$ cat config.mk
export PLATFORM = sky130hd
export DESIGN_NAME = slot_mapper
export DESIGN_NICKNAME = d
export VERILOG_FILES = /design/src/rtl/slot_mapper.sv
export SDC_FILE = /design/constraint.sdc
export NUM_CORES = 1
export LEC_CHECK = 0
export ABC_AREA = 1
export CAP_MARGIN = 40
export CORE_UTILIZATION = 45
export CTS_CLUSTER_DIAMETER = 100
export DETAILED_ROUTE_END_ITERATION = 10
export GPL_TIMING_DRIVEN = 1
export HOLD_SLACK_MARGIN = 0.08
export MAX_ROUTING_LAYER = met4
export PLACE_DENSITY = 0.74
export SYNTH_ARGS = -nofsm -noshare
export SYNTH_HDL_FRONTEND = slang
export SYNTH_SLANG_ARGS = --single-unit
$ cat constraint.sdc
create_clock -name clk -period 1.7 [get_ports clk]
set_input_delay 0.34 -clock clk [delete_from_list [all_inputs] [get_ports clk]]
set_output_delay 0.34 -clock clk [all_outputs]
set_load 0.02 [all_outputs]
$ cat src/rtl/slot_mapper.sv
// slot_mapper: MSX primary/secondary slot decoder plus MSX2-style RAM mapper.
//
// Four primary slots, selected per 16 KB page by the PPI port A byte (pslot_i).
// Each slot flagged in EXPANDED has a secondary-slot register at FFFFh; reads
// of that location return the register inverted. I/O ports FCh-FFh load the
// four mapper registers. Together these form the internal RAM address
// {map[page], addr[13:0]}.
//
// Optional feature macro: SLOT_MAPPER_READBACK_EN. When it is defined, I/O
// reads of FCh-FFh return the mapper page numbers, with the upper bits filled
// with 1s. When it is undefined, the mapper ports are write-only.
//
// Ports:
//   clk, reset            system clock, synchronous active-high reset
//   addr, din             CPU address and CPU write data
//   mreq_n .. rfsh_n      Z80 bus strobes
//   pslot_i               primary slot byte, 2 bits per page
//   dout, dout_en         read data for FFFFh / mapper ports, and its mux enable
//   sltsl_n               primary slot selects, active low
//   subslot               secondary slot of the selected slot (0 if not expanded)
//   ram_addr, ram_cs      internal RAM address and chip select
//   ram_we                internal RAM write enable
module slot_mapper #(
    parameter logic [3:0]  EXPANDED      = 4'b1000,
    parameter int unsigned RAM_PAGE_BITS = 6,
    parameter int unsigned RAM_SLOT      = 3,
    parameter int unsigned RAM_SUBSLOT   = 0
) (
    input  logic                      clk,
    input  logic                      reset,
    input  logic [15:0]               addr,
    input  logic [7:0]                din,
    input  logic                      mreq_n,
    input  logic                      iorq_n,
    input  logic                      rd_n,
    input  logic                      wr_n,
    input  logic                      m1_n,
    input  logic                      rfsh_n,
    input  logic [7:0]                pslot_i,
    output logic [7:0]                dout,
    output logic                      dout_en,
    output logic [3:0]                sltsl_n,
    output logic [1:0]                subslot,
    output logic [RAM_PAGE_BITS+13:0] ram_addr,
    output logic                      ram_cs,
    output logic                      ram_we
);

    localparam int unsigned PW = RAM_PAGE_BITS;

    logic [7:0]    sub_q [4];
    logic [PW-1:0] map_q [4];
    logic          ffff_wr_prev_q;
    logic          map_wr_prev_q;

    logic [1:0] page;
    logic [1:0] ps;
    logic [1:0] ps_top;
    logic       mem_act;
    logic       ffff_hit;
    logic       ffff_wr;
    logic       map_port;
    logic       map_wr;

    assign page    = addr[15:14];
    assign ps      = pslot_i[2*page +: 2];
    assign ps_top  = pslot_i[7:6];
    assign mem_act = ~mreq_n & rfsh_n;

    // FFFFh always sits in page 3, so the slot that owns it is pslot_i[7:6].
    assign ffff_hit = mem_act & (addr == 16'hFFFF) & EXPANDED[ps_top];
    assign ffff_wr  = ffff_hit & ~wr_n;
    assign map_port = (addr[7:2] == 6'b111111);
    assign map_wr   = ~iorq_n & m1_n & rfsh_n & ~wr_n & map_port;

    always_comb begin
        sltsl_n = 4'hF;
        if (mem_act) begin
            sltsl_n = ~(4'b0001 << ps);
        end
    end

    assign subslot  = EXPANDED[ps] ? sub_q[ps][2*page +: 2] : 2'd0;
    assign ram_addr = {map_q[page], addr[13:0]};

    // An expanded RAM slot also needs the matching sub-slot. The expander
    // register shadows RAM at FFFFh.
    assign ram_cs = mem_act & (ps == 2'(RAM_SLOT))
                  & (~EXPANDED[RAM_SLOT] | (subslot == 2'(RAM_SUBSLOT)))
                  & ~ffff_hit;
    assign ram_we = ram_cs & ~wr_n;

`ifdef SLOT_MAPPER_READBACK_EN
    logic       map_rd;
    logic [7:0] rb_data;

    assign map_rd = ~iorq_n & ~rd_n & m1_n & rfsh_n & map_port;

    always_comb begin
        rb_data         = 8'hFF;
        rb_data[PW-1:0] = map_q[addr[1:0]];
    end

    always_comb begin
        dout    = 8'hFF;
        dout_en = 1'b0;
        if (ffff_hit & ~rd_n) begin
            dout    = ~sub_q[ps_top];
            dout_en = 1'b1;
        end else if (map_rd) begin
            dout    = rb_data;
            dout_en = 1'b1;
        end
    end
`else
    always_comb begin
        dout    = 8'hFF;
        dout_en = 1'b0;
        if (ffff_hit & ~rd_n) begin
            dout    = ~sub_q[ps_top];
            dout_en = 1'b1;
        end
    end
`endif

    // Writes are taken on the rising edge of the qualifying condition. The edge
    // detectors reset to "active", so a strobe held through reset release is
    // not taken as a write.
    always_ff @(posedge clk) begin
        if (reset) begin
            for (int i = 0; i < 4; i++) begin
                sub_q[i] <= 8'h00;
                map_q[i] <= PW'(3 - i);
            end
            ffff_wr_prev_q <= 1'b1;
            map_wr_prev_q  <= 1'b1;
        end else begin
            ffff_wr_prev_q <= ffff_wr;
            map_wr_prev_q  <= map_wr;
            if (ffff_wr && !ffff_wr_prev_q) begin
                sub_q[ps_top] <= din;
            end
            if (map_wr && !map_wr_prev_q) begin
                map_q[addr[1:0]] <= din[PW-1:0];
            end
        end
    end

endmodule

-- After elaboration in Yosys (flattened, before gate mapping)
Memory sizes are Yosys's and may differ from the RTL's.
Cells that the tools add are included.
- flip-flop bits (word level): 2
- memory bits (writable): 56
- bits of input ports: 40
- output and inout port bits: 37
- word-level logic and storage cells: 61
- memories kept: 2
- $lt $le $gt $ge: 2
- equality and inequality tests: 3
- shift-type cells: 3
- multiplexer cells: 22
- bitwise gates (word level): 20
- reduce and logical (&&, ||, !) cells: 7
- memory list (name ; words ; width ; rd ports ; clocked after Yosys merged registers in ; wr ports ; line ; RTL):
    sub_q ; 4 ; 8 ; 2 ; 0 ; 4 ; 51 ; logic [7:0] sub_q [4];
    map_q ; 4 ; 6 ; 1 ; 0 ; 4 ; 52 ; logic [PW-1:0] map_q [4];
- operators by type and width (cell ; number):
    $eq 16x16->1 const B ; 1
    $mux 8 ; 2
    $shiftx 8x4->2 ; 2
    $and 1x1->1 ; 13
    $mux 1 ; 13
    $not 8->8 ; 1
    $reduce_or 8->1 ; 1
    $eq 6x6->1 const B ; 1
    $lt 2x3->1 const B ; 2
    $mux 2 ; 3
    $mux 6 ; 1
    $reduce_or 6->1 ; 1
    $not 1->1 ; 5
    $bmux 1 s2 ; 2
    $mux 4 ; 1
    $not 4->4 ; 1
    $shl 1x2->4 const A ; 1
    $eq 2x2->1 const B ; 1
    $logic_and 1x1->1 ; 2
    $logic_not 1->1 ; 2
    $logic_not 2->1 ; 1

-- Longest topological paths before layout
- word-level depth: 11
- mapped depth: 14

-- Least setup slack after synthesis
Ideal clock, no wire load.
- path type: input-to-output
- from: in addr[14]
- to: out ram_we
- arrival: 1.546 ns
- data required time: 1.360 ns
- path slack: -0.186 ns
- stages on the path: 12
- buffers on the path: 1
- cells stage by stage: inv_2 nand2_2 nand3_4 nand2_4 buf_6 nor2_2 inv_2 nor2_1 nand2_1 nor2_1 nand2_1 nor2_2
- cells in the longest elaborated chain, start to end: 8
- ends and longest elaborated chain (item ; line ; RTL):
    start, declared ; 31 ; input logic [15:0] addr,
    $shiftx 8x4->2 ; 66 ; assign ps = pslot_i[2*page +: 2];
    $mem_v2 4x8 / $bmux 1 s2 (equally long branches) ; -- ;
    $shiftx 8x4->2 / $mux 1 (equally long branches) ; 83 ; assign subslot = EXPANDED[ps] ? sub_q[ps][2*page +: 2] : 2'd0;
    $mux 2 ; 83 ;
    $logic_not 2->1 ; 89 ; & (~EXPANDED[RAM_SLOT] | (subslot == 2'(RAM_SUBSLOT)))
    $and 1x1->1 ; 89 ;
    $and 1x1->1 (*) ; 90 ; & ~ffff_hit;
    $and 1x1->1 (*) ; 91 ; assign ram_we = ram_cs & ~wr_n;
    end, declared ; 46 ; output logic ram_we
Mark *: on every way between the ends. The rest lies on a longest branch, timed or not. The select of a mux whose other input is x is not followed.

-- Worst setup path after layout
Ends and elaborated chain as after synthesis.

==> impl_metrics.toml <==
[place]
place_congestion = 0.920
hpwl_mm = 6.53
dpl_worst_slack_ps = -1410
portBuffers = 76
dpl-instance-area_um2 = 4330

[synthesis]
yosysMostFrequentCell = "nand2_1"
synth_compound_area_frac = 0.0994
synth_edf_count = 56
synth_cell_types = 24
synth-xor-area-share = 0
ys_ff_latch = 58
muxShareOfSynthArea = 0
synth_top_area_frac = 0.541
synthAdderAreaFrac = 0
synth_common_cells = "nand2_1, nor2_1, edfxtp_1"
ys.warnings.count = 0
synthesis.area_um2 = 3110
synth-simple-area-share = 0.241
synth_top_family_by_area = "simple AND/OR/NAND/NOR gates"
synth.yosys.seq_area_share = 0.553
avgSynthCellArea_um2 = 8.69
async_flop_share = 0
synth.area.top_cells = "edfxtp_1, nand2_1, nor2_1"
yosys_most_used_dff = "edfxtp_1"
synth_top_area_cell = "edfxtp_1"
syn-instance-count = 358

[clock_tree]
cts-root-buf = "clkbuf_8"
clkSinkCount = 58
insertion_delay_ps = 340
path_clk_slew_ps = 70
ctsHoldBuffers = 0
htree_levels = 3
cts_max_path_buffers = 2
cts_tree = "done"
numCtsBuffers = 9

[power_and_ir_drop]
power_density_nw_per_um2 = 719
power.static_leakage_nw = 2.18
design_power_total_mw = 3.61
peakVddDrop_uv = 619

[layout]
insertedDiodeCount = 0
nets = 552
area_growth_syn_to_layout_pct = 61.3
drive_gt1_frac = 0.405
fin_util = 0.772
fin_area_um2 = 5020

[min_path]
hold_path.class = "in -> reg"

[timing]
drv_slew = 0
finalClockSkew_ps = 7.45
whs_ps = 385
hold_viol_final = 0
finalCritPeriodShare = 1.27
setup_violations = 15
min_period_ps = 2160
fin_ws_ps = -458
rsz0062_at_grt = "true"
fmax_ghz = 0.463

[die]
die_x_um = 85.1
fp.dieH_um = 85.1
core.rowCount = 29
die_area_um2 = 7250
initial_utilization = 0.479
core_um2 = 6490
io_pins = 77

[global_routing]
antenna_found_initial = 0
grt_max_degree = 25
grt_pass1_wl_mm = 14.4
grt_use_total = 0.275
gr-total-overflow = 0
grt_pass1_vias = 2894

[worst_setup_path]
critical_path_class = "in -> out"
crit_required_ps = 1360
cp.arrival_ps = 1820
endpoint = "ram_we"
rrSetupSlack_ps = 370
reg2reg_depth = 7
start_kind = "input pin"
r2r_start = "map_wr_prev_q"
crit_start = "addr[14]"
r2r-end = "map_q[1][0]"
crit_fanout = 6
crit_path_end_kind = "output port"

[run]
drv_cap = 0

[drt]
drt_pre_antenna_iters = 5
post_drt_wl_per_cell_um = 16.8
vias = 3120
wl_mm = 9.94
viasPerCell = 5.26
drt_iter0_drc = 190
drcViolationCount = 0
drtAntennaViolNets = 0

[outcome]
violations = "setup timing"
outcome = "finished with violations"
cells by family after synthesis:
kind of cell,after synthesis
other cells,1
simple gates,172
compound gates,59
flops,58
buf+inv,68
final cells by class:
class,count,area (um2)
clock buffers,10,128
clock inverters,5,32.5
fillers,422,1480
inverters,39,175
multi-input cells,259,1540
flip-flops and latches,58,1720
well taps,77,96.3
repair buffers,145,1320
through the flow:
| step | std cells | TNS, ps |
|---|---|---|
| finish | 593 | -3070 |
| global route | 593 | -4610 |
| CTS | 579 | -3370 |
| detailed placement | 553 | -65940 |
| global placement | 553 | -65650 |
| floorplan | 381 | -117 |
power breakdown:
group	switching, mW	leakage [nW]	internal (mW)
combinational	0.467	1.52	0.385
clock	0.555	0.0758	0.514
sequential	0.0446	0.586	1.64
flip-flops by register name (all words and copies together) (netlist names):
signal,flops
map_q,24
sub_q,32
map_wr_prev_q,1
ffff_wr_prev_q,1
per-layer routing:
metal	vias up	global-route usage	routed length (um)
met5	-	-	0
met4	0	0.116	324
met3	35	0.0681	882
met2	165	0.422	4650
met1	1434	0.347	4090
li1	1486	-	-
timing repair:
action | in CTS | in global routing
setup endpoints to repair | 101 | 55
cloned | 6 | 1
setup buffers | 6 | 14
resized for setup | 213 | 93
pin swaps | 36 | 43
critical path, stage by stage:
cell and delay [ps]:
buf_12 130, inv_16 60, nand2_4 40, nand3_4 140
buf_12 150, nand2_8 80, nand2_2 70, nand2_1 60
nand2_1 80, nand3_2 80, nand3_2 80, nand2_2 70
nor2_4 120, nand2_4 70, nor2_4 110, buf_6 120
how the worst min path moves through the flow:
stage | from | to | slack (ps) | cells after the start
global route | iorq_n | map_wr_prev_q | 420 | 5
CTS | rfsh_n | map_wr_prev_q | 540 | 4
detailed placement | map_wr_prev_q | map_q[2][0] | 740 | 5
floorplan | wr_n | ffff_wr_prev_q | 460 | 1
global placement | map_wr_prev_q | map_q[2][0] | 730 | 5
finish | iorq_n | map_wr_prev_q | 380 | 5
layout by cell type, fill, tap and decap left out, drive strengths merged:
master | netlist | final
a21oi | 9 | 9
buf | 19 | 98
clkbuf | 10 | 21
clkdlybuf4s15 | 0 | 1
clkdlybuf4s50 | 0 | 25
clkinv | 0 | 4
clkinvlp | 0 | 2
conb | 1 | 24
dfxtp | 2 | 2
dlygate4sd2 | 0 | 8
dlymetal6s2s | 0 | 2
edfxtp | 56 | 56
inv | 39 | 38
nand2 | 71 | 74
nand3 | 28 | 28
nand4 | 6 | 6
nor2 | 61 | 62
nor3 | 5 | 5
nor4 | 1 | 1
o21ai | 40 | 40
o22ai | 9 | 9
o31ai | 1 | 1
Power figures use the tool's default switching activity.
